## src/rtl/fetch_pkg.sv

```systemverilog
// Shared types and constants for the instruction fetch stage.
package fetch_pkg;

  typedef enum logic [1:0] {
    IDLE    = 2'd0,
    ADDR    = 2'd1,
    WAIT    = 2'd2,
    CAPTURE = 2'd3
  } fetch_state_t;

  localparam logic [31:0] NOP_INSTR = 32'h0000_0013;
  localparam int          LAT_W     = 3;

endpackage

```

## src/rtl/fetch_latency_counter.sv

```systemverilog
// ROM wait counter: loads MEM_LATENCY, counts down, flags the last wait cycle.
module fetch_latency_counter
  import fetch_pkg::*;
#(
  parameter int MEM_LATENCY = 1
) (
  input  logic clk_i,
  input  logic reset_ni,
  input  logic load_i,
  input  logic dec_i,
  output logic tc_o
);

  if (MEM_LATENCY < 0 || MEM_LATENCY > 7) begin : g_bad_latency
    $error("fetch_latency_counter: MEM_LATENCY must be in 0..7");
  end

  logic [LAT_W-1:0] cnt_q, cnt_d;

  always_comb begin
    cnt_d = cnt_q;
    if (load_i)
      cnt_d = LAT_W'(MEM_LATENCY);
    else if (dec_i && cnt_q != '0)
      cnt_d = cnt_q - LAT_W'(1);
  end

  always_ff @(posedge clk_i or negedge reset_ni) begin
    if (!reset_ni) cnt_q <= '0;
    else           cnt_q <= cnt_d;
  end

  // A count of 1 marks the final wait cycle; 0 guards against a stuck WAIT.
  assign tc_o = (cnt_q <= LAT_W'(1));

endmodule

```

## src/rtl/instruction_fetch_unit.sv

```systemverilog
// Fetch stage: PC/old-PC, ROM word indexing, latency wait and IR capture.
// Optional build macro PC_AUTOINC_EN advances PC to old_pc+4 at fetch completion.
module instruction_fetch_unit
  import fetch_pkg::*;
#(
  parameter int                    DATA_WIDTH   = 32,
  parameter int                    MEMORY_DEPTH = 64,
  parameter logic [DATA_WIDTH-1:0] TEXT_BASE    = 'h0040_0000,
  parameter int                    MEM_LATENCY  = 1
) (
  input  logic                  clk_i,
  input  logic                  reset_ni,
  input  logic                  fetch_start_i,
  input  logic                  pc_write_i,
  input  logic [DATA_WIDTH-1:0] pc_next_i,
  input  logic [DATA_WIDTH-1:0] mem_instr_i,
  output logic [DATA_WIDTH-1:0] mem_addr_o,
  output logic [DATA_WIDTH-1:0] pc_o,
  output logic [DATA_WIDTH-1:0] old_pc_o,
  output logic [DATA_WIDTH-1:0] instr_o,
  output logic                  fetch_busy_o,
  output logic                  fetch_done_o,
  output logic                  fetch_fault_o
);

  localparam logic [DATA_WIDTH-1:0] NOP_W = DATA_WIDTH'(NOP_INSTR);

  fetch_state_t          state_q, state_d;
  logic [DATA_WIDTH-1:0] pc_q, pc_d;
  logic [DATA_WIDTH-1:0] old_pc_q, old_pc_d;
  logic [DATA_WIDTH-1:0] instr_q, instr_d;
  logic [DATA_WIDTH-1:0] mem_addr_q, mem_addr_d;
  logic                  fault_q, fault_d;

  logic [DATA_WIDTH-1:0] word_idx;
  logic                  pc_bad;
  logic                  accept;
  logic                  lat_load, lat_dec, lat_tc;
  logic                  capture_rom;

  // Unsigned subtract wraps for pc < TEXT_BASE; the explicit compare catches that case.
  assign word_idx = (pc_q - TEXT_BASE) >> 2;
  assign pc_bad   = (pc_q[1:0] != 2'b00)
                  || (pc_q < TEXT_BASE)
                  || (word_idx >= DATA_WIDTH'(MEMORY_DEPTH));
  assign accept   = (state_q == IDLE) && fetch_start_i;

  fetch_latency_counter #(
    .MEM_LATENCY (MEM_LATENCY)
  ) u_lat (
    .clk_i    (clk_i),
    .reset_ni (reset_ni),
    .load_i   (lat_load),
    .dec_i    (lat_dec),
    .tc_o     (lat_tc)
  );

  always_ff @(posedge clk_i or negedge reset_ni) begin
    if (!reset_ni) state_q <= IDLE;
    else           state_q <= state_d;
  end

  // A faulting fetch jumps straight to CAPTURE so done follows one cycle later.
  always_comb begin
    state_d = state_q;
    unique case (state_q)
      IDLE:    if (fetch_start_i) state_d = pc_bad ? CAPTURE : ADDR;
      ADDR:    state_d = (MEM_LATENCY == 0) ? CAPTURE : WAIT;
      WAIT:    if (lat_tc) state_d = CAPTURE;
      CAPTURE: state_d = IDLE;
      default: state_d = IDLE;
    endcase
  end

  always_comb begin
    fetch_busy_o = (state_q != IDLE);
    fetch_done_o = (state_q == CAPTURE);
    lat_load     = (state_q == ADDR);
    lat_dec      = (state_q == WAIT);
  end

  assign capture_rom = (state_q == CAPTURE) && !fault_q;

  always_comb begin
    old_pc_d   = old_pc_q;
    instr_d    = instr_q;
    mem_addr_d = mem_addr_q;
    fault_d    = fault_q;
    if (accept) begin
      old_pc_d = pc_q;
      fault_d  = pc_bad;
      if (pc_bad) instr_d    = NOP_W;
      else        mem_addr_d = word_idx;
    end
    if (capture_rom) instr_d = mem_instr_i;
  end

  always_comb begin
    pc_d = pc_q;
    if (pc_write_i)
      pc_d = pc_next_i;
`ifdef PC_AUTOINC_EN
    else if (state_q == CAPTURE)
      pc_d = old_pc_q + DATA_WIDTH'(4);
`endif
  end

  always_ff @(posedge clk_i or negedge reset_ni) begin
    if (!reset_ni) begin
      pc_q       <= TEXT_BASE;
      old_pc_q   <= TEXT_BASE;
      instr_q    <= NOP_W;
      mem_addr_q <= '0;
      fault_q    <= 1'b0;
    end else begin
      pc_q       <= pc_d;
      old_pc_q   <= old_pc_d;
      instr_q    <= instr_d;
      mem_addr_q <= mem_addr_d;
      fault_q    <= fault_d;
    end
  end

  // ROM word is forwarded during CAPTURE so IR reads valid alongside fetch_done.
  assign instr_o       = capture_rom ? mem_instr_i : instr_q;
  assign mem_addr_o    = mem_addr_q;
  assign pc_o          = pc_q;
  assign old_pc_o      = old_pc_q;
  assign fetch_fault_o = fault_q;

endmodule

```

## config.mk

```make
export PLATFORM = sky130hd
export DESIGN_NAME = instruction_fetch_unit
export DESIGN_NICKNAME = d
export VERILOG_FILES = /design/src/rtl/fetch_pkg.sv /design/src/rtl/fetch_latency_counter.sv /design/src/rtl/instruction_fetch_unit.sv
export SDC_FILE = /design/constraint.sdc
export NUM_CORES = 1
export LEC_CHECK = 0
export ABC_AREA = 1
export ABC_CLOCK_PERIOD_IN_PS = 1800
export BUFFER_PORTS_ARGS = -buffer_cell sky130_fd_sc_hd__clkbuf_2
export CORE_MARGIN = 4
export CORE_UTILIZATION = 38
export CTS_CLUSTER_SIZE = 10
export DETAILED_ROUTE_END_ITERATION = 10
export GPL_ROUTABILITY_DRIVEN = 0
export PLACE_DENSITY = 0.65
export SLEW_MARGIN = 20
export SYNTH_ARGS = -nofsm -noshare
export SYNTH_HDL_FRONTEND = slang
export SYNTH_SLANG_ARGS = --single-unit
```

## constraint.sdc

```tcl
create_clock -name clk_i -period 1.8 [get_ports clk_i]
set_input_delay 0.18 -clock clk_i [delete_from_list [all_inputs] [get_ports clk_i]]
set_output_delay 0.18 -clock clk_i [all_outputs]
set_load 0.05 [all_outputs]
```

# Word-level counts from Yosys, hierarchy flattened
# Cells that the tools add are included.
# Widths: inputs -> output; s select.
dict set report totals {
  mem_bits_ro 0
  inputBits 68
  regBits 132
  latch_bits 0
  memories 0
  output_inout_bits 131
  mem_bits_rw 0
}
dict set report classes {
  n_bitwise 1
  n_addsub 2
  div 0
  mux 10
  reduce_logical 16
  shift 0
  n_eq_ne 5
  n_lt_le_gt_ge 3
  mul 0
}
# cell n
set ops {}
lappend ops {{$mux 32} 4}
lappend ops {{$lt 32x23->1 const B} 1}
lappend ops {{$sub 32x23->32 const B} 1}
lappend ops {{$ge 30x7->1 const B} 1}
lappend ops {{$reduce_bool 2->1} 5}
lappend ops {{$pmux 2 s4} 1}
lappend ops {{$mux 2} 3}
lappend ops {{$mux 3} 2}
lappend ops {{$reduce_and 2->1} 3}
lappend ops {{$eq 2x2->1 const B} 2}
lappend ops {{$ne 2x2->1 const B} 2}
lappend ops {{$le 3x1->1 const B} 1}
lappend ops {{$logic_and 1x1->1} 3}
lappend ops {{$reduce_bool 3->1} 1}
lappend ops {{$sub 3x1->3 const B} 1}
lappend ops {{$eq 2x1->1 const B} 1}
lappend ops {{$logic_not 2->1} 1}
lappend ops {{$logic_or 1x1->1} 2}
lappend ops {{$logic_not 1->1} 1}
lappend ops {{$not 1->1} 1}

# Logic depth before layout (Yosys ltp)
dict set report depth {
  depth_word 6
  depth_mapped 13
}

# Modules after synthesis
# From an unflattened synthesis, not the netlist that was laid out.
dict set report hier_totals {
  hier_cells 694
  area_unflattened_um2 5804.3
}
# mod seq_area_each_um2 n_inst area_per_inst_um2 cells_per_inst
set modules_own_cells {}
lappend modules_own_cells {instruction_fetch_unit 3234.4 1 5602.9 667}
lappend modules_own_cells {fetch_latency_counter 75.1 1 201.4 27}

# Worst setup path after synthesis
# Ideal clock, no wire load.
dict set report synth_path {
  path_type {reg-to-output}
  start {register state_q[1]}
  end {output instr_o[0]}
  stages_incl_launch_ff 7
  n_path_buf 1
  required_time_ns 1.620
  arrival_ns 2.207
  setup_slack_ns -0.587
  path_cell_list {dfrtp_1 -> ha_1 -> nand2_1 -> inv_1 -> clkbuf_1 -> nor2_1 -> nor2_1}
}
dict set report synth_between {
  elab_chain_len 3
}
# element line_no
set synth_lines {}
lappend synth_lines {{start: declaration} instruction_fetch_unit.sv:28} ;# fetch_state_t state_q, state_d;
lappend synth_lines {{start signal: assignment} instruction_fetch_unit.sv:60} ;# else state_q <= state_d;
lappend synth_lines {{$eq 2x2->1} --}
lappend synth_lines {{via fetch_done_o} instruction_fetch_unit.sv:22} ;# output logic fetch_done_o,
lappend synth_lines {{$logic_and 1x1->1} instruction_fetch_unit.sv:82} ;# assign capture_rom = (state_q == CAPTURE) && !fault_q;
lappend synth_lines {{$mux 32} instruction_fetch_unit.sv:125} ;# assign instr_o = capture_rom ? mem_instr_i : instr_q;
lappend synth_lines {{end: declaration} instruction_fetch_unit.sv:20} ;# output logic [DATA_WIDTH-1:0] instr_o,
# The timed path passes the listed nets, and every way through them passes these cells.

# Worst setup path after layout
dict set report layout_path {
  start {register state_q[1]}
  end {output instr_o[29]}
}
dict set report layout_between {
  elab_chain_len 3
}
# element line_no
set layout_lines {}
lappend layout_lines {{$eq 2x2->1} instruction_fetch_unit.sv:82}
lappend layout_lines {{$logic_and 1x1->1} instruction_fetch_unit.sv:82}
lappend layout_lines {{$mux 32} instruction_fetch_unit.sv:125}
# No other way between the ends.

==> impl_metrics.ini <==
[clocking]
cts.root.buffer_cell = clkbuf_16
cts.clk_slew.worst_paths_ns = 0.06
cts_buffers = 17
cts_tree = done
cts-root-to-sink-buffers = 2
clock_latency_on_the_worst_skew_pair_ns = 0.41
clock_sinks = 132
h-tree-depth = 4

[sta]
final_period_minus_worst_setup_slack_ns = 1.87
final_setup_violations = 24
timing.final.crit_share_pct = 104
rsz0062_at_grt = yes
post-route-worst-setup-slack_ns = -0.0723
timing.final.hold_violations = 0
holdWs_ns = 0.0306
final_max_slew_viol_count = 0
finalClockSkew_ns = 0.00718
fmax_ghz = 0.534

[worst_setup_path]
startpoint_type = register
critical_path.endpoint_type = output pin
crit_chain = ha_4 > nand2_8 > inv_8 > clkbuf_16 > nand2_1 > nand2_2 > buf_8
cp_slowest_stage_delay_ns = 0.41
regToRegSetupSlack_ns = -0.01
timing.critical_path.required_ns = 1.62
worst-endpoint-arrival_ns = 1.69
critical_path_class = register to output pin
reg2reg_to = instr_q[7]
cp_max_fo = 8
reg2reg_from = pc_o[22]
critPathSlowestCell = dfrtp_1
reg2reg_depth = 10

[placed_design]
placed_cells = 1050
place_ws_ns = -0.0182
port-buffer-count = 196
placed_cell_area_um2 = 7110
post-dp-hpwl_mm = 10.4

[finish]
nets = 1004
area_growth_syn_to_layout_pct = 53.4
design_area_um2 = 8970
fillers = 1290
layout.core_utilization_pct = 59.2
final_layout_size_suffix_gt1_share_pct = 39.2
finish.cell_count_without_fillers = 1127
antenna_cells = 0

[power]
vdd_ir_drop_max_mv = 0.913
p_seq_share_pct = 25.2
combinationalPowerShare_pct = 52.5
clock_power_share_pct = 22.3
switching_share_pct = 44.1
switching_power_mw = 7.33
static-leakage-power_nw = 4.92
power_density_of_the_placed_cells_nw_per_um2 = 1850
p_int_mw = 9.29

[detailed_routing]
detail_route.wl_per_cell_um = 15.0
drt_pass1_iterations = 4
drt-total-wl_mm = 16.9
dr.first_iter.drc_count = 280
drc = 0
drt.antenna.violating_nets = 0
vias_per_cell = 4.65
vias = 5239

[status]
result_of_the_run = finished, violations left
failed_checks = negative setup slack

[hold_path]
min-delay-path-class = input pin to register
timing.hold.worst.start = pc_next_i[10]
hold-path-cell-count = 3
holdPathEnd = pc_o[10]

[die]
i_o_pin_count = 199
starting_density_pct = 38.6
die_area_um2 = 17400
coreArea_um2 = 15100
rows = 45
die_height_um = 132
die_width_um = 132

[grt]
grt_first_pass_wirelength_mm = 25.9
global_route.overflow_total = 0
pin_count_of_the_biggest_net_entering_global_routing = 65
antenna_found_initial = 0
first_global_vias = 5129
grt_usage_pct = 18.3

[flow_run]
max_cap_viol_count = 0

[synth]
synth-warning-count = 0
yosys_register_bits = 132
syn_area_um2 = 5850
netlist_instances = 703
postSynthAreaPerCell_um2 = 8.32
yosys.cell_types.count = 23
synth_sequential_area_ratio_pct = 56.6
-- through the flow --
step                TNS [ns]  total power, mW
floorplan              -2.73             9.36
global placement           0             11.0
detailed placement   -0.0752             11.1
CTS                    -2.06             16.2
global route           -5.83             17.5
finish                -0.642             16.6
-- critical path, delay by kind of cell, from the launching register on --
kind / cells / cell delay (ns)
adders and majority gates: 1 / 0.20
and+or+nand+nor: 3 / 0.30
buffers and inverters: 3 / 0.38
DFF: 1 / 0.41
-- layer usage --
layer	wire (um)	GRT usage (%)	share of wire, %	up-vias
li1	-	-	-	2564
met4	401	5.83	2.4	0
met3	1260	6.18	7.5	32
met1	6950	23.2	41	2436
met2	8250	29.7	49	207
met5	0	0	0	-
-- registers in the layout, summed over array words and instances, names as in the netlist --
register       count
pc_o              32
state_q            2
u_lat.cnt_q        3
instr_q           32
fetch_fault_o      1
mem_addr_o        30
old_pc_o          32
-- worst max-delay path by stage --
stage,startpoint,to,cells past startpoint
floorplan,pc_o[22],mem_addr_o[20],11
global placement,pc_o[23],mem_addr_o[20],10
detailed placement,pc_o[23],mem_addr_o[20],10
CTS,state_q[1],instr_o[16],7
global route,state_q[1],instr_o[29],7
finish,state_q[1],instr_o[29],7
-- cell usage in the layout (no fill, tap or decap), drive strengths merged --
master / Yosys / final
nand2: 244 / 244
clkbuf: 20 / 197
dfrtp: 127 / 127
inv: 112 / 113
o21ai: 71 / 71
buf: 32 / 47
nand3: 35 / 35
dlygate4sd3: 0 / 32
nor2: 30 / 30
ha: 10 / 10
a21oi: 7 / 7
nand4: 6 / 6
dfstp: 5 / 5
bufinv: 0 / 4
clkinvlp: 0 / 3
clkinv: 0 / 3
conb: 1 / 2
or2: 1 / 1
a211oi: 1 / 1
nor3: 1 / 1
-- cell families (layout without fill, tap and decap cells) --
group                    Yosys count  after routing  synth area share [%]
adder cells (fa/ha/maj)           10             10                  2.14
buffers and inverters            164            399                  12.5
AND/OR/NAND/NOR                  317            317                  21.9
flip-flops                       132            132                  56.6
AO/OA/AOI/OAI                     79             79                  6.81
other                              1              2                0.0642
-- final cells by class --
type	instances	area, um^2	share of cell area (%)
multi-input cells	408	2230	24.9
well taps	188	235	2.62
flip-flops and latches	132	3310	36.9
repair buffers	255	2120	23.6
clock inverters	11	174	1.94
clock buffers	21	470	5.25
inverters	112	433	4.83
-- power groups by stage --
stage,Clock [mW],Combinational (mW),Sequential [mW]
CTS,3.81,8.24,4.17
finish,3.70,8.73,4.18
global placement,0,6.81,4.18
global route,3.95,9.25,4.27
detailed placement,0,6.88,4.20
floorplan,0,4.01,5.35
-- synth_stat cells, drive strengths merged --
cell    instances  area share [%]
nor2           30             2.2
clkbuf         20             1.3
a211oi          1            0.13
buf            32             4.0
inv           112             7.2
a21oi           7            0.60
nor3            1           0.086
nand3          35             3.2
conb            1           0.064
o21ai          71             6.1
dfstp           5             2.2
dfrtp         127              54
ha             10             2.1
or2             1            0.11
nand2         244              16
nand4           6            0.64
-- what timing repair did --
action | in CTS | in global routing
gates cloned | 2 | 4
hold endpoints to repair | 70 | 0
endpoints found under the setup margin | 88 | 96
gates resized for setup | 101 | 80
hold buffers | 32 | 0
setup buffers | 5 | 3
pin swaps | 5 | 21
(Power assumes the default switching activity.)
